--- config.mk ---
export PLATFORM = sky130hd
export DESIGN_NAME = axi_lite_mailbox
export DESIGN_NICKNAME = d
export VERILOG_FILES = /design/src/rtl/mbox_pkg.sv /design/src/rtl/mbox_fifo.sv /design/src/rtl/axi_lite_mailbox.sv
export SDC_FILE = /design/constraint.sdc
export NUM_CORES = 1
export LEC_CHECK = 0
export ABC_CLOCK_PERIOD_IN_PS = 8300
export CAP_MARGIN = 20
export CELL_PAD_IN_SITES_DETAIL_PLACEMENT = 0
export CELL_PAD_IN_SITES_GLOBAL_PLACEMENT = 1
export CORE_ASPECT_RATIO = 0.9
export CORE_UTILIZATION = 30
export DETAILED_ROUTE_END_ITERATION = 8
export PLACE_DENSITY_LB_ADDON = 0.05
export SYNTH_ARGS = -nofsm -noshare
export SYNTH_HDL_FRONTEND = slang
export SYNTH_SLANG_ARGS = --single-unit
--- constraint.sdc ---
create_clock -name clk -period 8.3 [get_ports clk]
set_input_delay 0.83 -clock clk [delete_from_list [all_inputs] [get_ports clk]]
set_output_delay 0.83 -clock clk [all_outputs]
set_load 0.01 [all_outputs]
--- src/rtl/mbox_pkg.sv ---
// Shared definitions for the AXI-lite mailbox: register map, response codes
// and the state encodings of the write and read channel FSMs.
package mbox_pkg;

    localparam logic [4:0] OFF_DATA   = 5'h00;
    localparam logic [4:0] OFF_STATUS = 5'h08;
    localparam logic [4:0] OFF_CTRL   = 5'h10;
    localparam logic [4:0] OFF_RSVD   = 5'h18;

    // Registers are 8 bytes apart, so addr[4:3] alone selects one of four.
    localparam logic [1:0] SEL_DATA   = OFF_DATA[4:3];
    localparam logic [1:0] SEL_STATUS = OFF_STATUS[4:3];
    localparam logic [1:0] SEL_CTRL   = OFF_CTRL[4:3];
    localparam logic [1:0] SEL_RSVD   = OFF_RSVD[4:3];

    localparam logic [1:0] RESP_OKAY   = 2'b00;
    localparam logic [1:0] RESP_SLVERR = 2'b10;

    typedef enum logic [1:0] {
        W_IDLE = 2'd0,
        W_ACK  = 2'd1,
        W_RESP = 2'd2
    } w_state_e;

    typedef enum logic [1:0] {
        R_IDLE = 2'd0,
        R_ACK  = 2'd1,
        R_DATA = 2'd2
    } r_state_e;

endpackage

--- src/rtl/mbox_fifo.sv ---
// Mailbox storage: circular buffer with synchronous write, combinational head
// read, and a flush that clears count and pointers ahead of push or pop.
module mbox_fifo #(
    parameter int DW    = 64,
    parameter int DEPTH = 8,
    parameter int AW    = $clog2(DEPTH),
    parameter int CW    = $clog2(DEPTH) + 1
) (
    input  logic          clk,
    input  logic          rstn,
    input  logic          push_i,
    input  logic          pop_i,
    input  logic          flush_i,
    input  logic [DW-1:0] din_i,
    output logic [DW-1:0] dout_o,
    output logic [CW-1:0] count_o,
    output logic          full_o,
    output logic          empty_o
);

    logic [DW-1:0] mem_q [DEPTH];
    logic [AW-1:0] wr_ptr_q, wr_ptr_d;
    logic [AW-1:0] rd_ptr_q, rd_ptr_d;
    logic [CW-1:0] count_q, count_d;
    logic          push_ok;
    logic          pop_ok;

    assign full_o  = (count_q == CW'(DEPTH));
    assign empty_o = (count_q == '0);
    assign count_o = count_q;
    assign dout_o  = mem_q[rd_ptr_q];

    // Full/empty come from the count at the start of the cycle, so a push to a
    // full FIFO is refused even when a pop drains an entry in the same cycle.
    assign push_ok = push_i & ~full_o & ~flush_i;
    assign pop_ok  = pop_i & ~empty_o & ~flush_i;

    always_comb begin
        wr_ptr_d = wr_ptr_q;
        rd_ptr_d = rd_ptr_q;
        count_d  = count_q;
        if (flush_i) begin
            wr_ptr_d = '0;
            rd_ptr_d = '0;
            count_d  = '0;
        end else begin
            if (push_ok) begin
                wr_ptr_d = wr_ptr_q + AW'(1);
            end
            if (pop_ok) begin
                rd_ptr_d = rd_ptr_q + AW'(1);
            end
            case ({push_ok, pop_ok})
                2'b10:   count_d = count_q + CW'(1);
                2'b01:   count_d = count_q - CW'(1);
                default: count_d = count_q;
            endcase
        end
    end

    always_ff @(posedge clk or negedge rstn) begin
        if (!rstn) begin
            wr_ptr_q <= '0;
            rd_ptr_q <= '0;
            count_q  <= '0;
        end else begin
            wr_ptr_q <= wr_ptr_d;
            rd_ptr_q <= rd_ptr_d;
            count_q  <= count_d;
        end
    end

    always_ff @(posedge clk) begin
        if (push_ok) begin
            mem_q[wr_ptr_q] <= din_i;
        end
    end

endmodule

--- src/rtl/axi_lite_mailbox.sv ---
// AXI-lite slave exposing a word FIFO: DATA pushes/pops, STATUS, CTRL (irq
// enable, flush). Independent write and read FSMs, one beat per transaction.
module axi_lite_mailbox
    import mbox_pkg::*;
#(
    parameter int C_S_AXI_ADDR_WIDTH = 64,
    parameter int C_S_AXI_DATA_WIDTH = 64,
    parameter int DEPTH              = 8
) (
    input  logic                            clk,
    input  logic                            rstn,
    input  logic [C_S_AXI_ADDR_WIDTH-1:0]   awaddr,
    input  logic                            awvalid,
    output logic                            awready,
    input  logic [C_S_AXI_DATA_WIDTH-1:0]   wdata,
    input  logic [C_S_AXI_DATA_WIDTH/8-1:0] wstrb,
    input  logic                            wvalid,
    output logic                            wready,
    output logic [1:0]                      bresp,
    output logic                            bvalid,
    input  logic                            bready,
    input  logic [C_S_AXI_ADDR_WIDTH-1:0]   araddr,
    input  logic                            arvalid,
    output logic                            arready,
    output logic [C_S_AXI_DATA_WIDTH-1:0]   rdata,
    output logic [1:0]                      rresp,
    output logic                            rvalid,
    input  logic                            rready,
    output logic                            irq
);

    localparam int DW = C_S_AXI_DATA_WIDTH;
    localparam int SW = C_S_AXI_DATA_WIDTH / 8;
    localparam int CW = $clog2(DEPTH) + 1;

    w_state_e      w_state_q, w_state_d;
    r_state_e      r_state_q, r_state_d;
    logic [1:0]    bresp_q, bresp_d;
    logic [DW-1:0] rdata_q, rdata_d;
    logic [1:0]    rresp_q, rresp_d;
    logic          irq_en_q, irq_en_d;
    logic          irq_q;

    logic          fifo_push;
    logic          fifo_pop;
    logic          fifo_flush;
    logic [DW-1:0] fifo_dout;
    logic [CW-1:0] fifo_count;
    logic          fifo_full;
    logic          fifo_empty;
    logic [DW-1:0] status_word;

    logic          unused_bits;
    assign unused_bits = ^{awaddr[C_S_AXI_ADDR_WIDTH-1:5], awaddr[2:0],
                           araddr[C_S_AXI_ADDR_WIDTH-1:5], araddr[2:0],
                           wstrb[SW-1:1]};

    assign status_word = DW'({fifo_count, 6'b0, fifo_full, fifo_empty});

    mbox_fifo #(
        .DW    (DW),
        .DEPTH (DEPTH)
    ) u_fifo (
        .clk     (clk),
        .rstn    (rstn),
        .push_i  (fifo_push),
        .pop_i   (fifo_pop),
        .flush_i (fifo_flush),
        .din_i   (wdata),
        .dout_o  (fifo_dout),
        .count_o (fifo_count),
        .full_o  (fifo_full),
        .empty_o (fifo_empty)
    );

    // Write channel: address and data are taken together; the register effect
    // lands at the end of W_ACK while awready/wready are high.
    always_comb begin
        w_state_d  = w_state_q;
        bresp_d    = bresp_q;
        irq_en_d   = irq_en_q;
        awready    = 1'b0;
        wready     = 1'b0;
        bvalid     = 1'b0;
        fifo_push  = 1'b0;
        fifo_flush = 1'b0;
        case (w_state_q)
            W_IDLE: begin
                if (awvalid && wvalid) begin
                    w_state_d = W_ACK;
                end
            end
            W_ACK: begin
                awready   = 1'b1;
                wready    = 1'b1;
                bresp_d   = RESP_OKAY;
                w_state_d = W_RESP;
                case (awaddr[4:3])
                    SEL_DATA: begin
                        fifo_push = 1'b1;
                        if (fifo_full) begin
                            bresp_d = RESP_SLVERR;
                        end
                    end
                    SEL_CTRL: begin
                        if (wstrb[0]) begin
                            irq_en_d   = wdata[0];
                            fifo_flush = wdata[1];
                        end
                    end
                    SEL_STATUS: ;
                    SEL_RSVD:   ;
                    default:    ;
                endcase
            end
            W_RESP: begin
                bvalid = 1'b1;
                if (bready) begin
                    w_state_d = W_IDLE;
                end
            end
            default: w_state_d = W_IDLE;
        endcase
    end

    // Read channel: data is captured in R_ACK and held through R_DATA. A pop
    // coinciding with a flush sees an empty FIFO.
    always_comb begin
        r_state_d = r_state_q;
        rdata_d   = rdata_q;
        rresp_d   = rresp_q;
        arready   = 1'b0;
        rvalid    = 1'b0;
        fifo_pop  = 1'b0;
        case (r_state_q)
            R_IDLE: begin
                if (arvalid) begin
                    r_state_d = R_ACK;
                end
            end
            R_ACK: begin
                arready   = 1'b1;
                rdata_d   = '0;
                rresp_d   = RESP_OKAY;
                r_state_d = R_DATA;
                case (araddr[4:3])
                    SEL_DATA: begin
                        fifo_pop = 1'b1;
                        if (fifo_empty || fifo_flush) begin
                            rresp_d = RESP_SLVERR;
                        end else begin
                            rdata_d = fifo_dout;
                        end
                    end
                    SEL_STATUS: rdata_d = status_word;
                    SEL_CTRL:   rdata_d = DW'(irq_en_q);
                    SEL_RSVD:   ;
                    default:    ;
                endcase
            end
            R_DATA: begin
                rvalid = 1'b1;
                if (rready) begin
                    r_state_d = R_IDLE;
                end
            end
            default: r_state_d = R_IDLE;
        endcase
    end

    always_ff @(posedge clk or negedge rstn) begin
        if (!rstn) begin
            w_state_q <= W_IDLE;
            r_state_q <= R_IDLE;
            bresp_q   <= RESP_OKAY;
            rdata_q   <= '0;
            rresp_q   <= RESP_OKAY;
            irq_en_q  <= 1'b0;
            irq_q     <= 1'b0;
        end else begin
            w_state_q <= w_state_d;
            r_state_q <= r_state_d;
            bresp_q   <= bresp_d;
            rdata_q   <= rdata_d;
            rresp_q   <= rresp_d;
            irq_en_q  <= irq_en_d;
            irq_q     <= irq_en_q & ~fifo_empty;
        end
    end

    assign bresp = bresp_q;
    assign rdata = rdata_q;
    assign rresp = rresp_q;
    assign irq   = irq_q;

endmodule

==> results.cfg <==
[global_route]
grt_pass1_wl_um = 81280
grt_pass1_vias = 11480
antenna_found_initial = 2
grt_max_degree = 92
grt.overflow.total = 0
grt_usage_pct = 14.85

[place]
portBuffers = 147
placed_area_um2 = 25170
place_congestion = 0.6555
dp_cells = 2154
post-dp-hpwl_um = 28290
post-place-ws_ps = 3640

[clock_tree]
cts_hold_buf = 0
clockBufferDepth = 3
cts_resized = 0
cts-root-buf = clkbuf_16
cts_setup_buffers = 0
cts_buffers = 68
clkSinkCount = 594
path_clk_slew_ps = 60
tritoncts = yes
clock_latency_ps = 600
htreeDepth = 3

[job]
maxCapViolCount = 0

[floorplan]
die_w_um = 290.8
pin_count = 281
num_rows = 94
dieArea_um2 = 76140
die_h_um = 261.9
initial_utilization_pct = 30.58
core_um2 = 73630

[power]
clkPwrFrac_pct = 33.5
p_seq_share_pct = 44.2
power_mw = 8.411
p_leak_nw = 8.726
power_frac_comb_pct = 22.3
p_switching_mw = 2.327
p_per_area_nw_per_um2 = 308.4
internal_power_mw = 6.084
vdd.ir_drop.worst_v = 0.0001562
switching_share_pct = 27.67

[layout]
area_growth_pct = 21.14
fill_cells = 6820
fin_cells = 2283
layout-drive-gt1-share_pct = 20.32
final_net_count = 1475
final_core_util_pct = 37.04
regArea_um2 = 17440
layout.cells.most_common = edfxtp_1
multi_input_area_um2 = 4848
finalInstanceArea_um2 = 27270
final_cell_mix = 512 x edfxtp_1, 146 x clkdlybuf4s50_1, 128 x mux4_2

[synth]
syn_inst = 1075
synth_seq_cells = 594
synthFlopType = edfxtp_1
synth_area_per_cell_um2 = 20.94
synthArstFlopShare_pct = 13.80
yosysSeqAreaShare_pct = 77.41
synth_cell_types = 49
synth_area_um2 = 22510
yosysWarnings = 0
synth-edff-count = 512

[outcome]
status = complete, no violations

[timing]
timing.slew.headroom_pct = 30.55
clock_skew_ps = 28.57
setup_slack_ps = 4353
fin_tns_setup_ps = 0
slew_violations = 0
whs_ps = 334.5
max_freq_mhz = 253.4
finalSetupViolations = 0
hold_viol = 0
period_needed_ps = 3947
rsz0062_at_grt = false
tightest_slew_ps = 1039
period_share_pct = 47.55

[drt]
wirelength_um = 56080
drcViolationCount = 0
viasPerCell = 4.677
drt_iter0_markers = 598
routedWlPerCell_um = 24.56
drtAntennaViolNets = 0
first_pass_iters = 4
num_vias = 10680

[worst_setup_path]
crit_path_top_delay_cell = nor2_4
path_depth = 6
crit_buf_inv = 2
crit_path_cell_trace = clkdlybuf4s50_1 > or4b_4 > nor2_4 > nand2_1 > nor2_4 > buf_4
cp_common_cell = nor2_4
max_stage_delay_ps = 880
reg2reg_depth = 5
crit_type = in2reg
worstPathMaxFanout = 43
cp.required_ps = 8500
startpoint_type = input pin
worstPathArrival_ps = 4150
end_kind = flop
cp_top_family = simple AND/OR/NAND/NOR gates

[worst_hold_path]
worst_hold_path_type = in2async
## metal layers
| layer | wire length (um) | GRT usage (%) | vias up | part of all wire (%) |
|---|---|---|---|---|
| met5 | 27 | 0 | - | 0.048 |
| met4 | 1088 | 4.056 | 4 | 1.9 |
| met3 | 2224 | 2.656 | 79 | 4.0 |
| met2 | 26300 | 23.94 | 194 | 47 |
| met1 | 26430 | 20.75 | 5654 | 47 |
| li1 | - | - | 4746 | - |
## kinds of logic (layout without fill, tap and decap cells)
kind of cell | Yosys count | count (layout) | share of synthesized area [%]
xor+xnor | 7 | 7 | 0.3057
flops | 594 | 594 | 77.41
fa+ha+maj | 4 | 4 | 0.2223
buf+inv | 58 | 301 | 1.323
simple gates | 129 | 129 | 2.846
compound gates | 88 | 88 | 2.134
mux | 194 | 194 | 15.74
other cells | 1 | 6 | 0.01666
## cell usage after synthesis, types with 2 or more instances
master,instances,area [um2]
nor3b_1,2,15.01
a21oi_1,7,35.03
nand3_1,2,10.01
xor2_1,4,35.03
xnor2_1,2,17.52
buf_1,3,11.26
nor2_4,3,33.78
dfrtp_1,82,2052
buf_6,5,56.30
nand2_1,76,285.3
mux2i_1,65,650.6
nor4b_1,2,17.52
nand2b_1,6,37.54
clkbuf_1,28,105.1
mux4_2,128,2883
inv_1,4,15.01
or4b_4,2,27.53
edfxtp_1,512,15370
nor3_1,5,25.02
nor2_1,19,71.32
o211ai_1,2,15.01
o21ai_0,70,350.3
ha_1,4,50.05
buf_4,8,60.06
buf_2,10,50.05
## path summary, 6_finish.rpt
path	start	end	slack, ps
min in group clk	rdata[34]$_DFFE_PN0N_	rdata[34]$_DFFE_PN0N_	480
worst max register to register	w_state_q[1]$_DFFE_PN0P_	u_fifo.mem_q[3][22]$_DFFE_PP_	4590
worst min-delay path	rstn	rdata[51]$_DFFE_PN0N_	330
worst max-delay path	awaddr[3]	u_fifo.mem_q[3][22]$_DFFE_PP_	4350
worst min register to register	rdata[34]$_DFFE_PN0N_	rdata[34]$_DFFE_PN0N_	480
max in group asynchronous	rstn	rdata[25]$_DFFE_PN0N_	6720
## state kept, by name, summed over array words and instances (netlist names)
signal	flops
u_fifo.mem_q	512
bresp	1
r_state_q	2
w_state_q	2
u_fifo.wr_ptr_q	3
irq	1
rresp	1
u_fifo.rd_ptr_q	3
u_fifo.count_o	4
irq_en_q	1
rdata	64
## cell type report
class / instances / area share [%]
diodes: 4 / 0.03670
clock buffers: 101 / 7.033
clock inverters: 24 / 0.6286
inverters: 4 / 0.05506
multi-input cells: 424 / 17.78
flip-flops and latches: 594 / 63.94
well taps: 960 / 4.404
repair buffers: 172 / 6.120
## power by group through the flow
stage	Combinational, mW	Clock, mW	Sequential (mW)
6_report	1.87	2.82	3.72
5_1_grt	2.04	3.02	3.76
4_1_cts	1.94	2.92	3.74
3_5_place_dp	1.94	0	3.79
3_3_place_gp	1.93	0	3.80
2_1_floorplan	1.25	0	3.67
Note: power is estimated with default switching activity, not from simulation.
